$ cat src/rtl/cpu_seq_ctrl_if.sv
// Sequencer-facing bus: imem fetch handshake, decoder/execute status and the
// register-file write port. The sequencer takes the master side.
interface cpu_seq_ctrl_if #(
  parameter int XLEN = 32
);
  logic            w_imem_req;
  logic [XLEN-1:0] w_imem_addr;
  logic            w_imem_valid;
  logic [31:0]     w_imem_data;

  logic            w_dec_wb;
  logic [4:0]      w_dec_rd;
  logic            w_dec_jump;
  logic [XLEN-1:0] w_dec_target;
  logic            w_dec_illegal;
  logic            w_ex_done;

  logic            w_rf_we;
  logic [4:0]      w_rf_waddr;

  modport master (
    output w_imem_req, w_imem_addr, w_rf_we, w_rf_waddr,
    input  w_imem_valid, w_imem_data, w_dec_wb, w_dec_rd, w_dec_jump,
           w_dec_target, w_dec_illegal, w_ex_done
  );

  modport slave (
    input  w_imem_req, w_imem_addr, w_rf_we, w_rf_waddr,
    output w_imem_valid, w_imem_data, w_dec_wb, w_dec_rd, w_dec_jump,
           w_dec_target, w_dec_illegal, w_ex_done
  );
endinterface

$ cat src/rtl/cpu_seq_ctrl.sv
// Multi-cycle instruction sequencer: owns PC and IR, walks FETCH/DECODE/EXEC/WB,
// and latches the first halt cause (x30 write, illegal opcode, fetch timeout).
//
// state  | meaning
// IDLE   | waiting for w_run at an instruction boundary
// FETCH  | imem request up, waiting for w_imem_valid (bounded by timeout)
// DECODE | one cycle for the external decoder to flag illegal
// EXEC   | waiting for w_ex_done
// WB     | rf write strobe, PC update, retire
// HALT   | terminal until reset
module cpu_seq_ctrl #(
  parameter int              XLEN          = 32,
  parameter logic [XLEN-1:0] RESET_PC      = '0,
  parameter int              FETCH_TIMEOUT = 15
) (
  input  logic             w_clk,
  input  logic             w_rst_n,
  input  logic             w_run,
  cpu_seq_ctrl_if.master   bus,
  output logic [31:0]      r_ir,
  output logic [XLEN-1:0]  r_pc,
  output logic [2:0]       r_state,
  output logic             r_halted,
  output logic [1:0]       r_halt_cause,
  output logic [31:0]      r_retired
);

  typedef enum logic [2:0] {
    S_IDLE   = 3'd0,
    S_FETCH  = 3'd1,
    S_DECODE = 3'd2,
    S_EXEC   = 3'd3,
    S_WB     = 3'd4,
    S_HALT   = 3'd5
  } state_t;

  localparam logic [1:0] CAUSE_X30     = 2'd1;
  localparam logic [1:0] CAUSE_ILLEGAL = 2'd2;
  localparam logic [1:0] CAUSE_TIMEOUT = 2'd3;
  localparam logic [7:0] TMO_LIM       = 8'(FETCH_TIMEOUT);

  state_t          state_q, state_d;
  logic [XLEN-1:0] pc_q, pc_d;
  logic [31:0]     ir_q, ir_d;
  logic [31:0]     retired_q, retired_d;
  logic            halted_q, halted_d;
  logic [1:0]      cause_q, cause_d;
  logic [7:0]      tmo_q, tmo_d;
  logic [7:0]      tmo_inc;
  logic            imem_req;
  logic            rf_we;

  assign tmo_inc = tmo_q + 8'd1;

  always_ff @(posedge w_clk or negedge w_rst_n) begin
    if (!w_rst_n) begin
      state_q   <= S_IDLE;
      pc_q      <= RESET_PC;
      ir_q      <= '0;
      retired_q <= '0;
      halted_q  <= 1'b0;
      cause_q   <= '0;
      tmo_q     <= '0;
    end else begin
      state_q   <= state_d;
      pc_q      <= pc_d;
      ir_q      <= ir_d;
      retired_q <= retired_d;
      halted_q  <= halted_d;
      cause_q   <= cause_d;
      tmo_q     <= tmo_d;
    end
  end

  always_comb begin
    state_d   = state_q;
    pc_d      = pc_q;
    ir_d      = ir_q;
    retired_d = retired_q;
    halted_d  = halted_q;
    cause_d   = cause_q;
    tmo_d     = tmo_q;
    imem_req  = 1'b0;
    rf_we     = 1'b0;

    case (state_q)
      S_IDLE: begin
        if (w_run) state_d = S_FETCH;
      end
      S_FETCH: begin
        imem_req = 1'b1;
        if (bus.w_imem_valid) begin
          ir_d    = bus.w_imem_data;
          tmo_d   = '0;
          state_d = S_DECODE;
        end else begin
          tmo_d = tmo_inc;
          if (tmo_inc == TMO_LIM) begin
            state_d  = S_HALT;
            halted_d = 1'b1;
            cause_d  = CAUSE_TIMEOUT;
          end
        end
      end
      S_DECODE: begin
        if (bus.w_dec_illegal) begin
          state_d  = S_HALT;
          halted_d = 1'b1;
          cause_d  = CAUSE_ILLEGAL;
        end else begin
          state_d = S_EXEC;
        end
      end
      S_EXEC: begin
        if (bus.w_ex_done) state_d = S_WB;
      end
      S_WB: begin
        rf_we     = bus.w_dec_wb && (bus.w_dec_rd != 5'd0);
        pc_d      = bus.w_dec_jump ? {bus.w_dec_target[XLEN-1:2], 2'b00}
                                   : pc_q + XLEN'(4);
        retired_d = retired_q + 32'd1;
        // x30 write still commits and retires before the halt takes over
        if (bus.w_dec_wb && (bus.w_dec_rd == 5'd30)) begin
          state_d  = S_HALT;
          halted_d = 1'b1;
          cause_d  = CAUSE_X30;
        end else begin
          state_d = w_run ? S_FETCH : S_IDLE;
        end
      end
      S_HALT: begin
        state_d = S_HALT;
      end
      default: begin
        state_d = S_IDLE;
      end
    endcase
  end

  assign bus.w_imem_req  = imem_req;
  assign bus.w_imem_addr = pc_q;
  assign bus.w_rf_we     = rf_we;
  assign bus.w_rf_waddr  = bus.w_dec_rd;

  assign r_ir         = ir_q;
  assign r_pc         = pc_q;
  assign r_state      = state_q;
  assign r_halted     = halted_q;
  assign r_halt_cause = cause_q;
  assign r_retired    = retired_q;

endmodule

$ cat src/flat_wrapper.sv
// flat-port wrapper written by rule: the top's interface ports become plain ports
module cpu_seq_ctrl_flat 
#(
  parameter int              XLEN          = 32,
  parameter logic [XLEN-1:0] RESET_PC      = '0,
  parameter int              FETCH_TIMEOUT = 15
)
  (w_clk, w_rst_n, w_run, r_ir, r_pc, r_state, r_halted, r_halt_cause, r_retired, bus_w_imem_req, bus_w_imem_addr, bus_w_rf_we, bus_w_rf_waddr, bus_w_imem_valid, bus_w_imem_data, bus_w_dec_wb, bus_w_dec_rd, bus_w_dec_jump, bus_w_dec_target, bus_w_dec_illegal, bus_w_ex_done);
  cpu_seq_ctrl_if #(.XLEN(XLEN)) bus_i ();
  input  logic w_clk;
  input  logic w_rst_n;
  input  logic w_run;
  output logic [31:0] r_ir;
  output logic [XLEN-1:0] r_pc;
  output logic [2:0] r_state;
  output logic r_halted;
  output logic [1:0] r_halt_cause;
  output logic [31:0] r_retired;
  output wire logic [$bits(bus_i.w_imem_req)-1:0] bus_w_imem_req;
  output wire logic [$bits(bus_i.w_imem_addr)-1:0] bus_w_imem_addr;
  output wire logic [$bits(bus_i.w_rf_we)-1:0] bus_w_rf_we;
  output wire logic [$bits(bus_i.w_rf_waddr)-1:0] bus_w_rf_waddr;
  input wire logic [$bits(bus_i.w_imem_valid)-1:0] bus_w_imem_valid;
  input wire logic [$bits(bus_i.w_imem_data)-1:0] bus_w_imem_data;
  input wire logic [$bits(bus_i.w_dec_wb)-1:0] bus_w_dec_wb;
  input wire logic [$bits(bus_i.w_dec_rd)-1:0] bus_w_dec_rd;
  input wire logic [$bits(bus_i.w_dec_jump)-1:0] bus_w_dec_jump;
  input wire logic [$bits(bus_i.w_dec_target)-1:0] bus_w_dec_target;
  input wire logic [$bits(bus_i.w_dec_illegal)-1:0] bus_w_dec_illegal;
  input wire logic [$bits(bus_i.w_ex_done)-1:0] bus_w_ex_done;
  assign bus_w_imem_req = bus_i.w_imem_req;
  assign bus_w_imem_addr = bus_i.w_imem_addr;
  assign bus_w_rf_we = bus_i.w_rf_we;
  assign bus_w_rf_waddr = bus_i.w_rf_waddr;
  assign bus_i.w_imem_valid = bus_w_imem_valid;
  assign bus_i.w_imem_data = bus_w_imem_data;
  assign bus_i.w_dec_wb = bus_w_dec_wb;
  assign bus_i.w_dec_rd = bus_w_dec_rd;
  assign bus_i.w_dec_jump = bus_w_dec_jump;
  assign bus_i.w_dec_target = bus_w_dec_target;
  assign bus_i.w_dec_illegal = bus_w_dec_illegal;
  assign bus_i.w_ex_done = bus_w_ex_done;
  cpu_seq_ctrl #(.XLEN(XLEN), .RESET_PC(RESET_PC), .FETCH_TIMEOUT(FETCH_TIMEOUT)) u_core (.w_clk(w_clk), .w_rst_n(w_rst_n), .w_run(w_run), .bus(bus_i), .r_ir(r_ir), .r_pc(r_pc), .r_state(r_state), .r_halted(r_halted), .r_halt_cause(r_halt_cause), .r_retired(r_retired));
endmodule
$ cat config.mk
export PLATFORM = sky130hd
export DESIGN_NAME = cpu_seq_ctrl_flat
export DESIGN_NICKNAME = d
export VERILOG_FILES = /design/src/rtl/cpu_seq_ctrl_if.sv /design/src/rtl/cpu_seq_ctrl.sv /design/src/flat_wrapper.sv
export SDC_FILE = /design/constraint.sdc
export NUM_CORES = 1
export LEC_CHECK = 0
export BUFFER_PORTS_ARGS = -buffer_cell sky130_fd_sc_hd__buf_2
export CORE_ASPECT_RATIO = 1.1
export CORE_MARGIN = 2
export CORE_UTILIZATION = 47
export DETAILED_ROUTE_END_ITERATION = 12
export PLACE_DENSITY_LB_ADDON = 0.05
export RECOVER_POWER = 25
export SLEW_MARGIN = 20
export SYNTH_ARGS = -nofsm -noshare
export SYNTH_HDL_FRONTEND = slang
export SYNTH_SLANG_ARGS = --single-unit
$ cat constraint.sdc
create_clock -name w_clk -period 4 [get_ports w_clk]
set_input_delay 1 -clock w_clk [delete_from_list [all_inputs] [get_ports w_clk]]
set_output_delay 1 -clock w_clk [all_outputs]
set_load 0.05 [all_outputs]
==> run summary, run 1 <==
Resized cells post-CTS -> 0
Max VDD drop -> 513 uV
RSZ-0062 raised after global routing -> no
Worst-Margin Slew -> 1.68 ns
Final cell count without fillers -> 894
Die H -> 120 um
Initial drt markers -> 197
Clk_skew -> 0.00779 ns
Horiz. Die Dim -> 109 um
Post-synth top area cell -> dfrtp_1
Post-synthesis cell count -> 569
Placed cell count -> 877
Tmin final -> 3.02 ns
Core ar. -> 12000 sq um
Pwr/cell area -> 892 nW/um^2
Nets -> 815
Final Core Density -> 0.578
Clk_lat worst skew -> 0.34 ns
Maximum clock frequency -> 331 MHz
Estimated wirelength of the detail-placed design -> 10200 um
Share of the synthesized area in the top cell type -> 0.472
Commonest non-fill, non-tap cell in the layout -> buf_2
Row count -> 42
Area Growth Syn to Fin -> 20.9%
Initial Utilization -> 0.478
Antenna violations before repair -> 1
Register area share after synthesis -> 0.472
Critical Path Start Type -> input port
Post-synth ARST share -> 1.00
Remaining DRCs -> 0
Synth Area per Inst -> 10.1 sq um
Rel. slew slack -> -0.120
Final setup viols -> 0
CTS tree -> yes
HP Class -> reg2reg
Post-CTS Hold Fix Bufs -> 0
Fin Setup TNS -> 0 ns
Status -> finished with violations
Number of synthesized register bits -> 108
Crit path kind -> in2async
Critical path buffers and inverters -> 2
Smallest hold slack -> 0.473 ns
Post CTS Setup Buffer Count -> 0
Total power -> 6.17 mW
First-pass GRT wire length -> 22300 um
Final Hold Viols -> 0
R2r setup slk -> 0.99 ns
Worst-path fanout max -> 66
WP data required -> 4.29 ns
Main synth FF type -> dfrtp_1
CP max stage delay -> 1.19 ns
Crit share post-route -> 0.756
Gpl congestion -> 0.787
Max_cap viols -> 2
Largest net degree at the start of global routing -> 67
CTS Buf Count -> 9
Total of warnings raised by yosys -> 0
CP Cell Sequence -> clkbuf_2 -> clkbuf_2
Synth area leaders -> dfrtp_1 (47%), mux2_2 (6.3%), buf_4 (5.1%)
Drt total wl -> 14100 um
GRT Residual Overflow -> 0
CP arrival -> 3.31 ns
Netlist cell types -> 66
Cell mode on critical path -> clkbuf_2
Via-to-Cell Ratio -> 5.38
Final ANT Viol Nets -> 0
CTS clk-pin slew, worst paths -> 0.07 ns
Family with the most delay on the worst path -> buffers and inverters
Depth of the CTS H-tree -> 3
Vias -> 4814
IO Pins -> 218
Vias in the first global route -> 4411
Slowest cell on crit path -> clkbuf_2
CTS sink cnt -> 108
CTS Buffer Depth -> 2
Failing checks -> max-capacitance violations, max-slew violations
GRT Overall Usage -> 0.216
Routed wire per std cell -> 15.8 um
CP Capture Type -> async pin
Leakage -> 3.29 nW
DIE AREA -> 13100 sq um
# port buffers -> 211
Fin. max-slew vios -> 105
EDFF count, synth -> 0
Layout cells sized above 1 -> 0.373
Most frequent cells in the layout -> buf_2 (210), dfrtp_1 (108), nand2_1 (44)
Drt first pass iters -> 4
Layout fillers -> 1084
Clk root buf -> clkbuf_16
Synthesized area -> 5720 sq um
power breakdown:
group	switching (mW)	total, mW	internal (mW)
registers	0.455	1.94	1.48
logic	2.47	3.31	0.841
clock network	0.399	0.924	0.525
path summary, 6_finish.rpt:
path,to,from,cells after the start
max in group w_clk,u_core.bus.w_imem_addr[29],u_core.r_state[2],6
setup reg to reg,u_core.bus.w_imem_addr[29],u_core.r_state[2],6
setup / recovery,u_core.bus.w_imem_addr[3],w_rst_n,2
min in group asynchronous,u_core.r_retired[21],w_rst_n,1
hold reg to reg,u_core.r_retired[31],u_core.r_retired[31],1
hold / removal,u_core.r_retired[31],u_core.r_retired[31],1
Yosys cell counts (all sizes together), types with 3 or more instances:
| master | number |
|---|---|
| dfrtp | 108 |
| buf | 49 |
| nand2 | 45 |
| nor2 | 40 |
| mux2 | 34 |
| a21oi | 31 |
| nand3 | 25 |
| o21ai | 25 |
| xnor2 | 22 |
| and3 | 17 |
| clkbuf | 16 |
| nor3 | 16 |
| nand4 | 15 |
| nor4 | 11 |
| inv | 10 |
| xor2 | 10 |
| and4 | 9 |
| a211oi | 8 |
| or3 | 7 |
| mux2i | 5 |
| o2bb2ai | 5 |
| a311oi | 4 |
| ha | 4 |
| nor2b | 4 |
| nor3b | 4 |
| a31oi | 3 |
| and2 | 3 |
| o22ai | 3 |
| o31a | 3 |
| or2 | 3 |
layout make-up:
type	instances	area [sq um]	share of cell area
diodes	1	2.50	0.000361
clock buffers	12	256	0.0371
clock inverters	4	56.3	0.00813
inverters	11	41.3	0.00596
multi-input cells	388	2580	0.373
flip-flops and latches	108	2700	0.390
well taps	154	193	0.0278
repair buffers	216	1090	0.157
routing by layer:
| metal | wire length [um] | up-vias | GRT usage |
|---|---|---|---|
| met4 | 173 | 0 | 0.0633 |
| met3 | 995 | 13 | 0.0456 |
| met2 | 6610 | 172 | 0.354 |
| met5 | 0 | - | 0 |
| met1 | 6340 | 2292 | 0.288 |
| li1 | - | 2337 | - |
logic make-up after synthesis:
group,Yosys count,share of synthesized area
AOI/OAI and AO/OA,101,0.113
xor gates and xnor gates,32,0.0490
adders and majority gates,4,0.00874
buffers and inverters,76,0.0785
DFF,108,0.472
muxes,39,0.0756
other,1,0.000655
and+or+nand+nor,208,0.202
state kept, by name, summed over array words and instances (netlist names):
name and flops:
u_core.tmo_q 8, u_core.r_ir 32, u_core.r_halt_cause 2, u_core.r_state 3, u_core.bus.w_imem_addr 30, u_core.r_halted 1, u_core.r_retired 32
metrics by stage:
stage | worst slack [ns] | instance area, sq um
2_1_floorplan | 0.879 | 5740
3_3_place_gp | 1.04 | 6630
3_5_place_dp | 1.03 | 6630
4_1_cts | 1.03 | 6950
5_1_grt | 0.511 | 6920
6_report | 0.977 | 6920
No activity file was read; power rests on OpenSTA's default activity.
==> run 2: changes to the inputs <==
==> constraint.sdc (replaced) <==
create_clock -name w_clk -period 2.9 [get_ports w_clk]
set_input_delay 0.725 -clock w_clk [delete_from_list [all_inputs] [get_ports w_clk]]
set_output_delay 0.725 -clock w_clk [all_outputs]
set_load 0.05 [all_outputs]
==> run 2 against run 1 <==
The run still ends with max-capacitance violations, max-slew violations left; combinational power grew 38%; power grew 37%; sequential share of layout area shrank 0.18 points; via count grew 0.39%; critical path depth grew 2; core utilization grew 0.27 points.
==> run summary, run 2 (synthesized netlist as in run 1, its figures left out) <==
Die H -> 120 um (unchanged)
Horiz. Die Dim -> 109 um (unchanged)
CP Capture Type -> output port (was async pin)
Final Hold Viols -> 0 (unchanged)
CTS tree -> yes (unchanged)
HP Class -> reg2reg (unchanged)
Clk_lat worst skew -> 0.35 ns (was 0.34 ns)
Critical Path Start Type -> input port (unchanged)
Vias in the first global route -> 4445 (was 4411)
Leakage -> 3.31 nW (was 3.29 nW)
Depth of the CTS H-tree -> 3 (unchanged)
Max_cap viols -> 1 (was 2)
Tmin final -> 2.42 ns
CTS sink cnt -> 108 (unchanged)
Area Growth Syn to Fin -> 21.5% (was 20.9%)
Worst-path fanout max -> 3 (was 66)
GRT Residual Overflow -> 0 (unchanged)
Fin Setup TNS -> 0 ns (unchanged)
Post CTS Setup Buffer Count -> 0 (unchanged)
Remaining DRCs -> 0 (unchanged)
Worst-Margin Slew -> 1.78 ns (was 1.68 ns)
First-pass GRT wire length -> 22600 um (was 22300 um)
Layout cells sized above 1 -> 0.380 (was 0.373)
Core ar. -> 12000 sq um (unchanged)
Via-to-Cell Ratio -> 5.38 (about the same)
CTS Buffer Depth -> 2 (unchanged)
WP data required -> 2.17 ns (was 4.29 ns)
Crit path kind -> in2out (was in2async)
Total power -> 8.46 mW (was 6.17 mW)
Layout fillers -> 1087 (was 1084)
Initial Utilization -> 0.478 (unchanged)
Failing checks -> max-capacitance violations, max-slew violations (unchanged)
Status -> finished with violations (unchanged)
Rel. slew slack -> -0.189 (was -0.120)
GRT Overall Usage -> 0.217 (was 0.216)
Design area -> 6960 sq um (was 6920 sq um)
Maximum clock frequency -> 414 MHz
Drt total wl -> 14200 um (was 14100 um)
Antenna violations before repair -> 1 (unchanged)
Most frequent cells in the layout -> buf_2 (210), dfrtp_1 (108), nand2_1 (44) (unchanged)
# port buffers -> 211 (unchanged)
Vias -> 4833 (was 4814)
Largest net degree at the start of global routing -> 48 (was 67)
Final setup viols -> 0 (unchanged)
Drt first pass iters -> 4 (unchanged)
Clk root buf -> clkbuf_16 (unchanged)
Clk_skew -> 0.00944 ns (was 0.00779 ns)
DIE AREA -> 13100 sq um (unchanged)
Nets -> 819 (was 815)
Resized cells post-CTS -> 0 (unchanged)
Initial drt markers -> 226 (was 197)
Routed wire per std cell -> 15.8 um (about the same)
RSZ-0062 raised after global routing -> no (unchanged)
Dpl cell area -> 6660 sq um (was 6630 sq um)
Estimated wirelength of the detail-placed design -> 10300 um (was 10200 um)
CTS Buf Count -> 9 (unchanged)
Crit share post-route -> 0.833
Gpl congestion -> 0.817 (was 0.787)
CP arrival -> 1.69 ns (was 3.31 ns)
CTS clk-pin slew, worst paths -> 0.08 ns (was 0.07 ns)
Commonest non-fill, non-tap cell in the layout -> buf_2 (unchanged)
Row count -> 42 (unchanged)
IO Pins -> 218 (unchanged)
Max VDD drop -> 859 uV (was 513 uV)
Pwr/cell area -> 1220 nW/um^2 (was 892 nW/um^2)
Post-CTS Hold Fix Bufs -> 0 (unchanged)
Smallest hold slack -> 0.473 ns (about the same)
Final ANT Viol Nets -> 0 (unchanged)
Fin. max-slew vios -> 29 (was 105)
==> run 2: power breakdown <==
part / internal (mW) / total (mW) / switching, mW
clock network: 0.605 / 1.21 / 0.606
registers: 2.05 / 2.67 / 0.628
logic: 1.18 / 4.58 / 3.40
total: 3.83 / 8.46 / 4.63
==> run 2: final timing paths <==
kind	from	end	slack [ns]	depth (start not counted)
max in group asynchronous	w_rst_n	u_core.bus.w_imem_addr[30]	0.75	2
setup reg to reg	u_core.bus.w_imem_addr[2]	u_core.bus.w_imem_addr[28]	0.73	6
setup / recovery	bus_w_dec_rd[0]	bus_w_rf_we	0.48	4
hold / removal	u_core.r_retired[31]	u_core.r_retired[31]	0.47	1
min in group asynchronous	w_rst_n	u_core.r_retired[22]	0.83	1
hold reg to reg	u_core.r_retired[31]	u_core.r_retired[31]	0.47	1
==> run 2: final cells by class <==
| type | instances | area [sq um] | share of cell area |
|---|---|---|---|
| Tap cell | 154 | 193 | 0.0277 |
| Timing Repair Buffer | 220 | 1130 | 0.163 |
| Clock inverter | 7 | 67.6 | 0.00971 |
| Clock buffer | 9 | 225 | 0.0324 |
| Sequential cell | 108 | 2700 | 0.389 |
| Multi-Input combinational cell | 388 | 2590 | 0.372 |
| Antenna cell | 1 | 2.50 | 0.000360 |
| Inverter | 11 | 41.3 | 0.00594 |
==> run 2: routing by layer <==
layer / routed length, um / share of wire / global-route usage
met1: 6500 / 0.46 / 0.301
met2: 6500 / 0.46 / 0.345
met3: 991 / 0.070 / 0.0418
met4: 201 / 0.014 / 0.0672
met5: 0 / 0 / 0
==> run 2: critical path, stage by stage <==
cell     delay [ns]
buf_2          0.10
or3_1          0.37
o311a_1        0.28
buf_2          0.21
==> run 2: through the flow <==
stage / setup slack, ns / std cells / util
5_1_grt: 0.441 / 897 / 0.580
3_3_place_gp: 0.485 / 881 / 0.556
2_1_floorplan: 0.0535 / 572 / -
4_1_cts: 0.477 / 897 / 0.581
6_report: 0.484 / 898 / 0.581
3_5_place_dp: 0.476 / 881 / 0.556
